$ cat config.mk
export PLATFORM = sky130hd
export DESIGN_NAME = data_sram_bridge
export DESIGN_NICKNAME = d
export VERILOG_FILES = /design/src/rtl/data_sram_bridge.sv
export SDC_FILE = /design/constraint.sdc
export NUM_CORES = 1
export LEC_CHECK = 0
export ABC_AREA = 1
export CORE_ASPECT_RATIO = 1.4
export CORE_MARGIN = 2
export CORE_UTILIZATION = 35
export CTS_BUF_LIST = sky130_fd_sc_hd__clkbuf_4
export CTS_CLUSTER_DIAMETER = 50
export DETAILED_ROUTE_END_ITERATION = 10
export GPL_TIMING_DRIVEN = 0
export HOLD_SLACK_MARGIN = 0.05
export SYNTH_ARGS = -nofsm -noshare
export SYNTH_HDL_FRONTEND = slang
export SYNTH_SLANG_ARGS = --single-unit
$ cat constraint.sdc
create_clock -name clk -period 1.7 [get_ports clk]
set_input_delay 0.17 -clock clk [delete_from_list [all_inputs] [get_ports clk]]
set_output_delay 0.17 -clock clk [all_outputs]
set_load 0.05 [all_outputs]
$ cat src/rtl/data_sram_bridge.sv
// data_sram_bridge: memory end of the CPU data port, serving 32-bit accesses from a 16-bit async SRAM.
// Latency: 1 + (active half-word phases)*(WAIT_CYCLES+1) stall cycles, then one DONE cycle with data_o valid.
// Backpressure: stallreq_o holds the pipeline for the whole access; requests are only accepted in IDLE.
module data_sram_bridge #(
  parameter int SRAM_AW     = 20,
  parameter int WAIT_CYCLES = 1
) (
  input  logic               clk,
  input  logic               rst,
  input  logic               ce_i,
  input  logic               we_i,
  input  logic [31:0]        addr_i,
  input  logic [3:0]         sel_i,
  input  logic [31:0]        data_i,
  output logic [31:0]        data_o,
  output logic               stallreq_o,
  output logic [SRAM_AW-1:0] sram_addr_o,
  output logic [15:0]        sram_dq_o,
  input  logic [15:0]        sram_dq_i,
  output logic               sram_dq_oe_o,
  output logic               sram_ce_n_o,
  output logic               sram_oe_n_o,
  output logic               sram_we_n_o,
  output logic [1:0]         sram_be_n_o
);

  localparam int CW = (WAIT_CYCLES < 1) ? 1 : $clog2(WAIT_CYCLES + 1);
  localparam logic [CW-1:0] LAST = CW'(WAIT_CYCLES);

  typedef enum logic [1:0] {IDLE, HI, LO, DONE} state_t;

  state_t             state;
  logic [CW-1:0]      wait_cnt;
  logic               we_q;
  logic [SRAM_AW-2:0] waddr_q;
  logic [3:0]         sel_q;
  logic [31:0]        data_q;

  logic               req_we;
  logic [SRAM_AW-2:0] req_waddr;
  logic [3:0]         req_sel;
  logic [31:0]        req_data;
  logic               phase_last;
  logic               setup_lo;
  logic               phase_start;
  logic               phase_stop;
  logic               addr_unused;

  // Address bits outside the SRAM word range are deliberately dropped (the SRAM space wraps).
  assign addr_unused = &{1'b0, addr_i[31:SRAM_AW+1], addr_i[1:0]};

  // Request view: live CPU inputs while accepting in IDLE, the latched copy afterwards
  always_comb begin
    req_we    = we_q;
    req_waddr = waddr_q;
    req_sel   = sel_q;
    req_data  = data_q;
    if (state == IDLE) begin
      req_we    = we_i;
      req_waddr = addr_i[SRAM_AW:2];
      req_sel   = sel_i;
      req_data  = data_i;
    end
  end

  assign phase_last = (wait_cnt == LAST);
  // The phase being set up is LO unless an IDLE request has an upper half to serve first.
  assign setup_lo   = (state != IDLE) || (sel_i[3:2] == 2'b00);
  assign phase_start = ((state == IDLE) && ce_i && (sel_i != 4'b0000)) ||
                       ((state == HI) && phase_last && (sel_q[1:0] != 2'b00));
  assign phase_stop  = ((state == HI) || (state == LO)) && phase_last && !phase_start;

  // Stall is combinational on the request in IDLE so the requesting cycle itself is held.
  assign stallreq_o = (state == IDLE) ? (ce_i & rst) : ((state == HI) || (state == LO));

  // Sequencer: latch the request, walk the half-word phases, assemble read data
  always_ff @(posedge clk or negedge rst) begin
    if (!rst) begin
      state    <= IDLE;
      wait_cnt <= '0;
      we_q     <= 1'b0;
      waddr_q  <= '0;
      sel_q    <= 4'b0000;
      data_q   <= 32'h0;
      data_o   <= 32'h0;
    end else begin
      case (state)
        IDLE: begin
          if (ce_i) begin
            we_q     <= we_i;
            waddr_q  <= addr_i[SRAM_AW:2];
            sel_q    <= sel_i;
            data_q   <= data_i;
            data_o   <= 32'h0;
            wait_cnt <= '0;
            if (sel_i == 4'b0000) state <= DONE;
            else if (setup_lo)    state <= LO;
            else                  state <= HI;
          end
        end
        HI, LO: begin
          if (!we_q && phase_last) begin
            if (state == HI) data_o[31:16] <= sram_dq_i & {{8{sel_q[3]}}, {8{sel_q[2]}}};
            else             data_o[15:0]  <= sram_dq_i & {{8{sel_q[1]}}, {8{sel_q[0]}}};
          end
          if (!phase_last) begin
            wait_cnt <= wait_cnt + CW'(1);
          end else if (phase_start) begin
            state    <= LO;
            wait_cnt <= '0;
          end else begin
            state <= DONE;
          end
        end
        default: state <= IDLE;
      endcase
    end
  end

  // Registered SRAM pins: driven for a phase on its entry edge, released when the access ends
  always_ff @(posedge clk or negedge rst) begin
    if (!rst) begin
      sram_addr_o  <= '0;
      sram_dq_o    <= 16'h0;
      sram_dq_oe_o <= 1'b0;
      sram_ce_n_o  <= 1'b1;
      sram_oe_n_o  <= 1'b1;
      sram_we_n_o  <= 1'b1;
      sram_be_n_o  <= 2'b11;
    end else if (phase_start) begin
      sram_addr_o  <= {req_waddr, setup_lo};
      sram_be_n_o  <= setup_lo ? ~req_sel[1:0] : ~req_sel[3:2];
      sram_dq_o    <= setup_lo ? req_data[15:0] : req_data[31:16];
      sram_ce_n_o  <= 1'b0;
      sram_oe_n_o  <= req_we;
      sram_we_n_o  <= ~req_we;
      sram_dq_oe_o <= req_we;
    end else if (phase_stop) begin
      sram_ce_n_o  <= 1'b1;
      sram_oe_n_o  <= 1'b1;
      sram_we_n_o  <= 1'b1;
      sram_be_n_o  <= 2'b11;
      sram_dq_oe_o <= 1'b0;
    end
  end

endmodule

==> results of run 1 <==
[cell type report]
type | instances | area [um2]
diodes | 1 | 2.50
plain buffers | 35 | 325
clock buffers | 18 | 135
clock inverters | 14 | 136
fillers | 1385 | 6710
inverters | 42 | 170
multi-input cells | 451 | 2080
flip-flops and latches | 117 | 2930
well taps | 189 | 236
repair buffers | 181 | 1840
repair inverters | 1 | 5.00
[cell families after synthesis]
logic type	Yosys count
AOI/OAI and AO/OA	92
adders and majority gates	5
buffers and inverters	78
DFF	117
and+or+nand+nor	354
[layout by cell type (no fill, tap or decap), types with 3 or more instances in the layout]
cell type                         count
sky130_fd_sc_hd__dfrtp_1            112
sky130_fd_sc_hd__clkbuf_4            18
sky130_fd_sc_hd__buf_2                3
sky130_fd_sc_hd__o21ai_1             36
sky130_fd_sc_hd__inv_1               33
sky130_fd_sc_hd__clkdlybuf4s50_1     73
sky130_fd_sc_hd__nand3_1             18
sky130_fd_sc_hd__buf_12               5
sky130_fd_sc_hd__o211ai_1            19
sky130_fd_sc_hd__nand2_2              4
sky130_fd_sc_hd__buf_6               12
sky130_fd_sc_hd__ha_1                 3
sky130_fd_sc_hd__clkbuf_1             3
sky130_fd_sc_hd__a21oi_1              4
sky130_fd_sc_hd__o21ai_0             27
sky130_fd_sc_hd__inv_4                3
sky130_fd_sc_hd__nand2_4              6
sky130_fd_sc_hd__nor2_1               8
sky130_fd_sc_hd__buf_8                8
sky130_fd_sc_hd__clkdlybuf4s15_2      5
sky130_fd_sc_hd__clkbuf_2             6
sky130_fd_sc_hd__inv_2                5
sky130_fd_sc_hd__nand2_1            314
sky130_fd_sc_hd__buf_4               23
sky130_fd_sc_hd__clkinvlp_4           6
sky130_fd_sc_hd__dlygate4sd2_1       69
sky130_fd_sc_hd__dfstp_2              5
sky130_fd_sc_hd__clkinv_2             4
sky130_fd_sc_hd__clkbuf_16            3
[sequential cells by signal (all words and copies together), names as in the netlist]
register and cells:
sram_addr_o 20, sel_q 4, waddr_q 19, sram_dq_o 16, data_o 32, we_q 1, sram_we_n_o 1, state 2
sram_oe_n_o 1, sram_be_n_o 2, phase_last 1, sram_ce_n_o 1, data_q 16, sram_dq_oe_o 1
[worst max-delay path by stage]
stage                         from    endpoint  slack [ns]  depth (start not counted)
after floorplan           state[0]  stallreq_o        0.05                          5
after global placement         rst  stallreq_o       -4.39                          4
after detailed placement  state[0]  stallreq_o       -0.68                          6
after CTS                 state[1]  stallreq_o       -0.24                          6
after global routing      state[1]  stallreq_o       -0.26                          6
final                     state[0]  stallreq_o       -0.17                          8
[report_power, final]
group | internal (W) | total [W] | switching [W] | leakage [nW]
Sequential | 0.00410 | 0.00481 | 0.000710 | 1.49
Combinational | 0.00382 | 0.0107 | 0.00689 | 2.46
Clock | 0.000872 | 0.00195 | 0.00108 | 0.131
[layer usage]
metal / vias to the layer above / GRT usage
met5: - / 0
met4: 0 / 0.0891
met3: 18 / 0.0465
met2: 127 / 0.353
met1: 2356 / 0.239
li1: 2429 / -
[what timing repair did]
action,in CTS,in global routing
pin swaps,4,6
setup buffers,17,7
gates cloned,2,3
gates resized for setup,153,29
setup endpoints to repair,162,88
hold endpoints to repair,112,76
[tightest hold or removal path, delay by kind of cell]
kind,cells,cell delay (ns)
buf+inv,5,0.65
[through the flow]
step / power [W] / util
2_1_floorplan: 0.0111 / -
3_3_place_gp: 0.0142 / 0.478
3_5_place_dp: 0.0144 / 0.480
4_1_cts: 0.0172 / 0.528
5_1_grt: 0.0187 / 0.539
6_report: 0.0175 / 0.539
==> results by group, run 1 <==
Worst setup path
  • Master of the slowest instance on the critical path: sky130_fd_sc_hd__dfrtp_1
  • Largest fanout on the critical path: 2
  • Reg2Reg Capture Point: data_o[31]
  • WP data arrival: 1.70 ns
  • Type of element capturing the critical path: primary output
  • Worst setup SP type: flop
  • Required time of the critical path: 1.53 ns
  • Top delay family on crit path: buffers and inverters
  • Cell count of the worst reg-to-reg path: 11
  • Number of buffers and inverters on the critical path: 4
  • Most numerous cell on the critical path: sky130_fd_sc_hd__inv_2
  • Cells along the critical path: inv_2, ha_4, nand2_4, inv_2, buf_6, nand2_2, o21ai_4, buf_8
  • Reg-to-reg critical path startpoint: state[1]
  • Maximum single-stage delay on the critical path: 0.41 ns
  • Reg2Reg Setup Slack: -0.04 ns
  • Crit Path Class: flop to primary output

Synth
  • Multiplexer share of the synthesized area: 0
  • Total of flip-flops plus latches after synthesis: 117
  • Compound-cell area share of the yosys netlist: 0.0994
  • Number of different library cells in the post-synthesis netlist: 23
  • Post-synthesis xor/xnor area fraction: 0
  • Number of flops mapped to enable cells by yosys: 0
  • Portion of the post-synthesis area used by sequential elements: 0.560
  • Number of instances in the synthesized netlist: 646
  • Leading register cell type out of synthesis: sky130_fd_sc_hd__dfrtp_1
  • Synthesized Nets: 739
  • Post-synth ARST share: 1.00
  • Combinational family with the most area after synthesis: simple AND/OR/NAND/NOR gates
  • Ranking of synthesized cells by area: sky130_fd_sc_hd__dfrtp_1, sky130_fd_sc_hd__nand2_1, sky130_fd_sc_hd__o21ai_1, sky130_fd_sc_hd__o21ai_0, sky130_fd_sc_hd__o211ai_1
  • Top-area cell type share of the netlist area: 0.535
  • Synthesized area divided by synthesized cell count: 8.11 um2
  • Simple-gate share of the synthesized area: 0.262
  • Adder and majority cell fraction of the synthesized area: 0.0119
  • Netlist area before placement: 5240 um2
  • Most frequent cell after synthesis: sky130_fd_sc_hd__nand2_1
  • Synth warnings: 0
  • Most frequent cells after synthesis: sky130_fd_sc_hd__nand2_1, sky130_fd_sc_hd__dfrtp_1, sky130_fd_sc_hd__inv_1, sky130_fd_sc_hd__o21ai_1, sky130_fd_sc_hd__o21ai_0
  • Dominant cell type by area after synthesis: sky130_fd_sc_hd__dfrtp_1

STA
  • Hold Vio Cnt, Final: 76
  • Post-Route Skew: 0.0137 ns
  • Max-slew violation count: 0
  • Hold_ws: -0.107 ns
  • Least setup slack across all paths after layout: -0.166 ns
  • Final total negative setup slack: -0.608 ns
  • Final Setup Violations: 22
  • Peak Freq: 0.536 GHz
  • Slew at the pin closest to its max-slew limit: 0.559 ns
  • Worst slew slack as a fraction of its limit: 0.629
  • RSZ-0062 raised after global routing: true
  • Final worst path period need: 1.87 ns
  • Share of the clock period used by the worst path after layout: 1.10

Routing
  • Wire length per cell: 15.1 um
  • Detail-routed via count per cell: 4.70
  • Met2 layer wire length in the routed design: 8180 um
  • Top metal layer carrying routed signals: met4
  • Wire length on met1: 6440 um
  • Detailed Route WL: 15,800 um
  • Met3 Routed Length: 821 um
  • DRC violation total after the first TritonRoute iteration: 200
  • Initial DRT Pass Iterations: 4
  • Final antenna-violating net count: 0
  • Via count: 4,930
  • Number of DRC violations after detailed routing: 0

Global routing
  • Total routing usage reported by global routing: 0.203
  • Antenna violations before repair: 1
  • Remaining global-route overflow: 0
  • First-pass GRT wire length: 25,400 um
  • Vias in the first global route: 5,134
  • Largest net degree at the start of global routing: 83

Floorplan
  • Die Span Y: 149 um
  • Effective utilization at floorplan: 0.359
  • Die Area: 16,000 um2
  • Core box area: 14,600 um2
  • Width of the die: 107 um
  • Boundary Pins: 163
  • Total number of placement rows: 52

Clock tree
  • CTS buffer count: 17
  • Hold buffer count at CTS: 6
  • Clock H-tree levels: 4
  • Clock net sink count: 117
  • Max Root-Sink Buffers: 2
  • Clock root buffer: sky130_fd_sc_hd__clkbuf_4
  • CTS tree: yes
  • CTS clock-pin slew for the worst setup and hold paths: 0.11 ns
  • Clock insertion delay at the later pin of the skew report: 0.50 ns

Cells and area
  • Nets: 939
  • Post-route design area: 7860 um2
  • Post-route insts no fill: 1,049
  • Share of cells above drive strength 1: 0.154
  • Relative area change from synthesis to final layout: 50.2%

Place
  • Port-buffer cells: 149
  • Placed standard-cell area: 7000 um2
  • Global placer's final weighted congestion: 0.827
  • Setup slack at placement: -0.681 ns
  • Placed cell count: 985
  • Hpwl dp: 11,000 um

Run
  • Max Cap Viol: 0

Outcome
  • Violated checks: hold timing, setup timing
  • Status: finished, violations left

Power and ir drop
  • Maximum resistive drop on vdd: 1030 uV
  • Leak: 4.08 nW
  • Total power divided by cell area: 2220 nW/um2

Min path
  • Worst min-delay path category: input port to asynchronous set/reset pin
No activity file was read; power rests on OpenSTA's default activity.
==> inputs of run 2 (changes only) <==
--- a/config.mk
+++ b/config.mk
@@ -14,6 +14,8 @@
 export DETAILED_ROUTE_END_ITERATION = 10
 export GPL_TIMING_DRIVEN = 0
 export HOLD_SLACK_MARGIN = 0.05
+export PLACE_DENSITY_LB_ADDON = 0.3
+export SETUP_SLACK_MARGIN = 0.2
 export SYNTH_ARGS = -nofsm -noshare
 export SYNTH_HDL_FRONTEND = slang
 export SYNTH_SLANG_ARGS = --single-unit
==> constraint.sdc (replaced) <==
create_clock -name clk -period 2.2 [get_ports clk]
set_input_delay 0.22 -clock clk [delete_from_list [all_inputs] [get_ports clk]]
set_output_delay 0.22 -clock clk [all_outputs]
set_load 0.05 [all_outputs]
==> results by group, run 2 (synthesis results as in run 1) <==
Worst setup path
  • Type of element capturing the critical path: primary output
  • Crit Path Class: flop to primary output
  • WP data arrival: 1.71 ns (about the same)
  • Worst setup SP type: flop
  • Master of the slowest instance on the critical path: sky130_fd_sc_hd__dfrtp_1
  • Maximum single-stage delay on the critical path: 0.39 ns (-0.02 ns)
  • Largest fanout on the critical path: 10 (+8)
  • Top delay family on crit path: buffers and inverters
  • Cells along the critical path: inv_2, ha_4, buf_8, buf_8, o21ai_4, buf_6
  • Required time of the critical path: 1.98 ns (+0.45 ns)
  • Number of buffers and inverters on the critical path: 4 (unchanged)
  • Most numerous cell on the critical path: sky130_fd_sc_hd__buf_8
  • Reg2Reg Setup Slack: 0.37 ns (+0.41 ns)

Routing
  • Top metal layer carrying routed signals: met4
  • Wire length per cell: 14.5 um (-4.0%)
  • DRC violation total after the first TritonRoute iteration: 251 (+26%)
  • Met2 layer wire length in the routed design: 7670 um (-6.3%)
  • Initial DRT Pass Iterations: 5 (+1)
  • Number of DRC violations after detailed routing: 0 (unchanged)
  • Detailed Route WL: 14,900 um (-5.6%)
  • Wire length on met1: 6170 um (-4.3%)
  • Met3 Routed Length: 760 um (-7.4%)
  • Detail-routed via count per cell: 4.64 (-1.3%)
  • Via count: 4,781 (-3.0%)
  • Final antenna-violating net count: 0 (unchanged)

STA
  • Final Setup Violations: 0 (-100%)
  • Hold_ws: 0.236 ns (+0.343 ns)
  • Peak Freq: 0.517 GHz
  • Max-slew violation count: 0 (unchanged)
  • Share of the clock period used by the worst path after layout: 0.879
  • Hold Vio Cnt, Final: 0 (-100%)
  • RSZ-0062 raised after global routing: true
  • Final worst path period need: 1.93 ns
  • Post-Route Skew: 0.0155 ns (+0.00177 ns)
  • Worst slew slack as a fraction of its limit: 0.623 (-0.00594)
  • Slew at the pin closest to its max-slew limit: 0.565 ns (+0.00577 ns)

Power and ir drop
  • Power share of the clock group: 0.129 (+0.017)
  • Internal power: 0.00650 W (-26%)
  • Total Power Consumption: 0.0130 W (-26%)
  • Leak: 4.00 nW (-2.1%)
  • Switching power: 0.00647 W (-25%)
  • Power share of the sequential group: 0.286 (+0.011)
  • Fraction of power spent switching nets: 0.499 (+0.00198)
  • Total power divided by cell area: 1720 nW/um2 (-23%)
  • Maximum resistive drop on vdd: 995 uV (-3.0%)
  • Comb power frac: 0.585 (-0.028)

Floorplan
  • Die Span Y: 149 um (unchanged)
  • Boundary Pins: 163 (unchanged)
  • Die Area: 16,000 um2 (unchanged)
  • Width of the die: 107 um (unchanged)
  • Core box area: 14,600 um2 (unchanged)
  • Effective utilization at floorplan: 0.359 (unchanged)
  • Total number of placement rows: 52 (unchanged)

Clock tree
  • Max Root-Sink Buffers: 2 (unchanged)
  • CTS buffer count: 17 (unchanged)
  • Clock H-tree levels: 4 (unchanged)
  • Clock insertion delay at the later pin of the skew report: 0.51 ns (about the same)
  • Clock net sink count: 117 (unchanged)
  • CTS clock-pin slew for the worst setup and hold paths: 0.12 ns (about the same)
  • CTS tree: yes
  • Clock root buffer: sky130_fd_sc_hd__clkbuf_4

Cells and area
  • Leading registers by flop count: data_o (32), sram_addr_o (20), waddr_q (19)
  • Commonest non-fill, non-tap cell in the layout: sky130_fd_sc_hd__nand2_1
  • Nets: 921 (-1.9%)
  • Most frequent cells in the layout: sky130_fd_sc_hd__nand2_1, sky130_fd_sc_hd__clkdlybuf4s50_1, sky130_fd_sc_hd__dfrtp_1
  • Largest register FFs: 32 (unchanged)
  • Register bank with the most flops: data_o
  • Share of cells above drive strength 1: 0.113 (-0.0407)
  • Relative area change from synthesis to final layout: 44.3%

Global routing
  • Largest net degree at the start of global routing: 71 (-14%)
  • Vias in the first global route: 4,718 (-8.1%)
  • Remaining global-route overflow: 0 (unchanged)
  • Antenna violations before repair: 1 (unchanged)
  • First-pass GRT wire length: 23,600 um (-7.1%)
  • Total routing usage reported by global routing: 0.191 (-0.0126)

Run
  • Max Cap Viol: 0 (unchanged)

Place
  • Global placer's final weighted congestion: 0.798 (-3.5%)
  • Hpwl dp: 10,700 um (-2.4%)
  • Port-buffer cells: 149 (unchanged)

Min path
  • Worst min-delay path category: input port to asynchronous set/reset pin

Outcome
  • Status: complete, no violations
## run 2: changes by cell type in the layout (fill, tap and decap cells not counted), moves of 6 or more
cell                              delta
sky130_fd_sc_hd__clkdlybuf4s50_1    +42
sky130_fd_sc_hd__buf_6               -6
sky130_fd_sc_hd__dlymetal6s2s_1     +27
sky130_fd_sc_hd__clkbuf_1            +6
sky130_fd_sc_hd__buf_4               -8
sky130_fd_sc_hd__buf_2              +12
sky130_fd_sc_hd__clkbuf_2            -6
sky130_fd_sc_hd__dlygate4sd2_1      -64
sky130_fd_sc_hd__buf_8               -6
## run 2: final timing paths
| kind | start | end | cells after the start |
|---|---|---|---|
| setup / recovery | state[1] | stallreq_o | 6 |
| hold / removal | rst | sram_addr_o[0] | 3 |
| setup reg to reg | state[0] | sram_dq_o[5] | 11 |
| hold reg to reg | sram_dq_o[3] | sram_dq_o[3] | 2 |
| max in group asynchronous | rst | sram_we_n_o | 3 |
| min in group clk | data_i[11] | data_q[11] | 3 |
## run 2: power by group through the flow
stage,registers (W),clock network (W),logic (W)
floorplan,0.00574,0,0.00286
global placement,0.00376,0,0.00724
detailed placement,0.00377,0,0.00733
CTS,0.00373,0.00173,0.00740
global route,0.00383,0.00183,0.00822
finish,0.00371,0.00168,0.00758
## run 2: metal layers
metal  GRT usage  up-vias
met5           0        -
met4      0.0788        0
met3      0.0451       15
met2       0.331      142
met1       0.225     2231
li1            -     2393
## run 2: timing repair
| item | 4_1_cts | 5_1_grt |
|---|---|---|
| endpoints found under the setup margin | 6 | 28 |
| hold endpoints to repair | 48 | 48 |
| gates resized for setup | 17 | 43 |
| pin swaps | 0 | 2 |
| setup buffers | 2 | 9 |
## run 2: worst min-delay path, cell delays in order
cell	delay [ns]
sky130_fd_sc_hd__dlygate4sd3_1	0.54
sky130_fd_sc_hd__buf_6	0.13
sky130_fd_sc_hd__buf_16	0.24
## run 2: cell type report
class                      instances  area, um2
fill                            1439       7020
clock buffer                      17        128
multi-input combinational        451       1990
buffer                            36        221
clock inverter                    15        180
sequential                       117       2930
inverter                          42        160
tap                              189        236
antenna                            1       2.50
timing repair buffer             163       1700
## run 2: stage by stage
| stage | instance area, um2 | worst slack, ns | utilization | cells | TNS (ns) |
|---|---|---|---|---|---|
| 2_1_floorplan | 5240 | 0.247 | - | 646 | 0 |
| 3_3_place_gp | 6960 | -3.97 | 0.478 | 984 | -440.91 |
| 3_5_place_dp | 6990 | -0.206 | 0.480 | 985 | -0.206 |
| 4_1_cts | 7320 | 0.0444 | 0.502 | 1019 | 0 |
| 5_1_grt | 7550 | 0.140 | 0.518 | 1031 | 0 |
| 6_report | 7550 | 0.267 | 0.518 | 1031 | 0 |
==> inputs of run 3 (changes only) <==
--- a/config.mk
+++ b/config.mk
@@ -8,7 +8,7 @@
 export ABC_AREA = 1
 export CORE_ASPECT_RATIO = 1.4
 export CORE_MARGIN = 2
-export CORE_UTILIZATION = 35
+export CORE_UTILIZATION = 45
 export CTS_BUF_LIST = sky130_fd_sc_hd__clkbuf_4
 export CTS_CLUSTER_DIAMETER = 50
 export DETAILED_ROUTE_END_ITERATION = 10
==> results by group, run 3 (synthesis results as in run 1) <==
Worst setup path
  • Type of element capturing the critical path: primary output
  • Crit Path Class: flop to primary output
  • Reg2Reg Capture Point: sram_dq_o[14]
  • WP data arrival: 1.75 ns (+0.04 ns)
  • Most numerous cell on the critical path: sky130_fd_sc_hd__buf_6
  • Cells along the critical path: inv_2, ha_4, nand2_4, inv_4, buf_6, nand2_2, o21ai_4, buf_6
  • Largest fanout on the critical path: 4 (-6)
  • Cell count of the worst reg-to-reg path: 11 (unchanged)
  • Maximum single-stage delay on the critical path: 0.42 ns (+0.03 ns)
  • Required time of the critical path: 1.98 ns (about the same)
  • Reg2Reg Setup Slack: 0.33 ns (-0.04 ns)
  • Worst setup SP type: flop
  • Reg-to-reg critical path startpoint: state[0]
  • Master of the slowest instance on the critical path: sky130_fd_sc_hd__dfrtp_1

Clock tree
  • Max Root-Sink Buffers: 2 (unchanged)
  • CTS buffer count: 17 (unchanged)
  • Clock root buffer: sky130_fd_sc_hd__clkbuf_4
  • Clock H-tree levels: 4 (unchanged)
  • CTS clock-pin slew for the worst setup and hold paths: 0.10 ns (-0.02 ns)
  • Clock insertion delay at the later pin of the skew report: 0.52 ns (about the same)
  • CTS tree: yes
  • Clock net sink count: 117 (unchanged)

Place
  • Placed cell count: 940 (-4.6%)
  • Placed standard-cell area: 6940 um2 (-0.81%)
  • Global placer's final weighted congestion: 0.866 (+8.5%)
  • Port-buffer cells: 149 (unchanged)
  • Hpwl dp: 10,500 um (-1.9%)

STA
  • Hold Vio Cnt, Final: 0 (unchanged)
  • Peak Freq: 0.508 GHz (-1.8%)
  • Worst slew slack as a fraction of its limit: 0.630 (+0.00733)
  • Slew at the pin closest to its max-slew limit: 0.554 ns (-0.0110 ns)
  • Final Setup Violations: 0 (unchanged)
  • Share of the clock period used by the worst path after layout: 0.895 (+0.0162)
  • Final worst path period need: 1.97 ns (+0.0356 ns)
  • Post-Route Skew: 0.0142 ns (-0.00129 ns)
  • Max-slew violation count: 0 (unchanged)
  • RSZ-0062 raised after global routing: true

Power and ir drop
  • Leak: 4.01 nW (+0.29%)
  • Total power divided by cell area: 1720 nW/um2 (+0.36%)
  • Maximum resistive drop on vdd: 881 uV (-12%)

Outcome
  • Status: complete, no violations

Floorplan
  • Core box area: 11,300 um2 (-22%)
  • Boundary Pins: 163 (unchanged)
  • Effective utilization at floorplan: 0.462 (+0.103)
  • Total number of placement rows: 46 (-12%)
  • Width of the die: 95.2 um (-11%)
  • Die Span Y: 132 um (-11%)
  • Die Area: 12,500 um2 (-22%)

Global routing
  • Largest net degree at the start of global routing: 84 (+18%)
  • Vias in the first global route: 5,086 (+7.8%)
  • Total routing usage reported by global routing: 0.243 (+0.0521)
  • Antenna violations before repair: 1 (unchanged)
  • Remaining global-route overflow: 0 (unchanged)
  • First-pass GRT wire length: 23,700 um (+0.56%)

Cells and area
  • Post-route insts no fill: 988 (-4.2%)
  • Relative area change from synthesis to final layout: 42.4%
  • Post-route design area: 7460 um2 (-1.3%)
  • Leading registers by flop count: data_o (32), sram_addr_o (20), waddr_q (19)
  • Post-Route Utilization: 0.658 (+0.140)
  • Share of cells above drive strength 1: 0.114 (+0.000918)
  • Total area of sequential cells: 2930 um2 (unchanged)
  • Most frequent cells in the layout: sky130_fd_sc_hd__nand2_1, sky130_fd_sc_hd__clkdlybuf4s50_1, sky130_fd_sc_hd__dfrtp_1
  • Commonest non-fill, non-tap cell in the layout: sky130_fd_sc_hd__nand2_1
  • Footprint of the multi-input gates: 1990 um2 (unchanged)
  • Largest register FFs: 32 (unchanged)
  • Register bank with the most flops: data_o
  • Nets: 923 (+0.22%)
  • Count of filler cells inserted in the layout: 981 (-32%)

Min path
  • Worst min-delay path category: input port to asynchronous set/reset pin

Routing
  • Initial DRT Pass Iterations: 6 (+1)
  • Final antenna-violating net count: 0 (unchanged)
  • Via count: 4,918 (+2.9%)
  • Number of DRC violations after detailed routing: 0 (unchanged)
  • Detailed Route WL: 14,700 um (-1.3%)
  • DRC violation total after the first TritonRoute iteration: 223 (-11%)
  • Detail-routed via count per cell: 4.98 (+7.3%)
  • Wire length per cell: 14.9 um (+3.0%)

Run
  • Max Cap Viol: 0 (unchanged)
run 3: through the flow:
stage	hold slack, ns	TNS, ns	setup slack [ns]	power, W
6_report	0.151	0	0.232	0.0129
5_1_grt	0.127	0	0.105	0.0138
4_1_cts	0.128	0	0.0555	0.0126
3_5_place_dp	0.144	-0.255	-0.255	0.0110
3_3_place_gp	0.462	-403.50	-3.69	0.0108
2_1_floorplan	-0.0756	0	0.247	0.00860
run 3: routing by layer:
layer / part of all wire / routed length, um / GRT usage
met2: 0.51 / 7500 / 0.403
met3: 0.072 / 1060 / 0.0711
met1: 0.39 / 5770 / 0.285
met5: 0 / 0 / 0
met4: 0.026 / 378 / 0.110
run 3: repair_timing:
action,4_1_cts,5_1_grt
hold buffers,1,0
endpoints found under the hold margin,117,0
endpoints found under the setup margin,7,29
pin swaps,0,2
buffers inserted,2,12
gates resized for setup,19,45
gates cloned,0,0
run 3: cell type report:
type,instances,share of cell area
diodes,1,0.000336
clock buffers,17,0.0171
well taps,144,0.0242
flip-flops and latches,117,0.393
plain buffers,36,0.0304
clock inverters,15,0.0188
multi-input cells,451,0.267
repair buffers,165,0.228
inverters,42,0.0215
run 3: report_power, final:
part           switching [W]  internal (W)
logic                0.00509       0.00258
clock network       0.000829      0.000653
registers           0.000536       0.00317
total                0.00645       0.00641
run 3: worst max-delay path: cells and delay by family (launching register included):
kind,cells,cell delay [ns]
AO/OA/AOI/OAI,1,0.07
adder cells (fa/ha/maj),1,0.17
flip-flops,1,0.42
buffers and inverters,4,0.45
AND/OR/NAND/NOR,2,0.12
run 3: how the worst max path moves through the flow:
stage                            end  slack [ns]     start
final                     stallreq_o        0.23  state[1]
after global routing      stallreq_o        0.10  state[1]
after CTS                 stallreq_o        0.06  state[1]
after detailed placement  stallreq_o       -0.25  state[0]
after global placement    stallreq_o       -3.69       rst
after floorplan           stallreq_o        0.25  state[0]
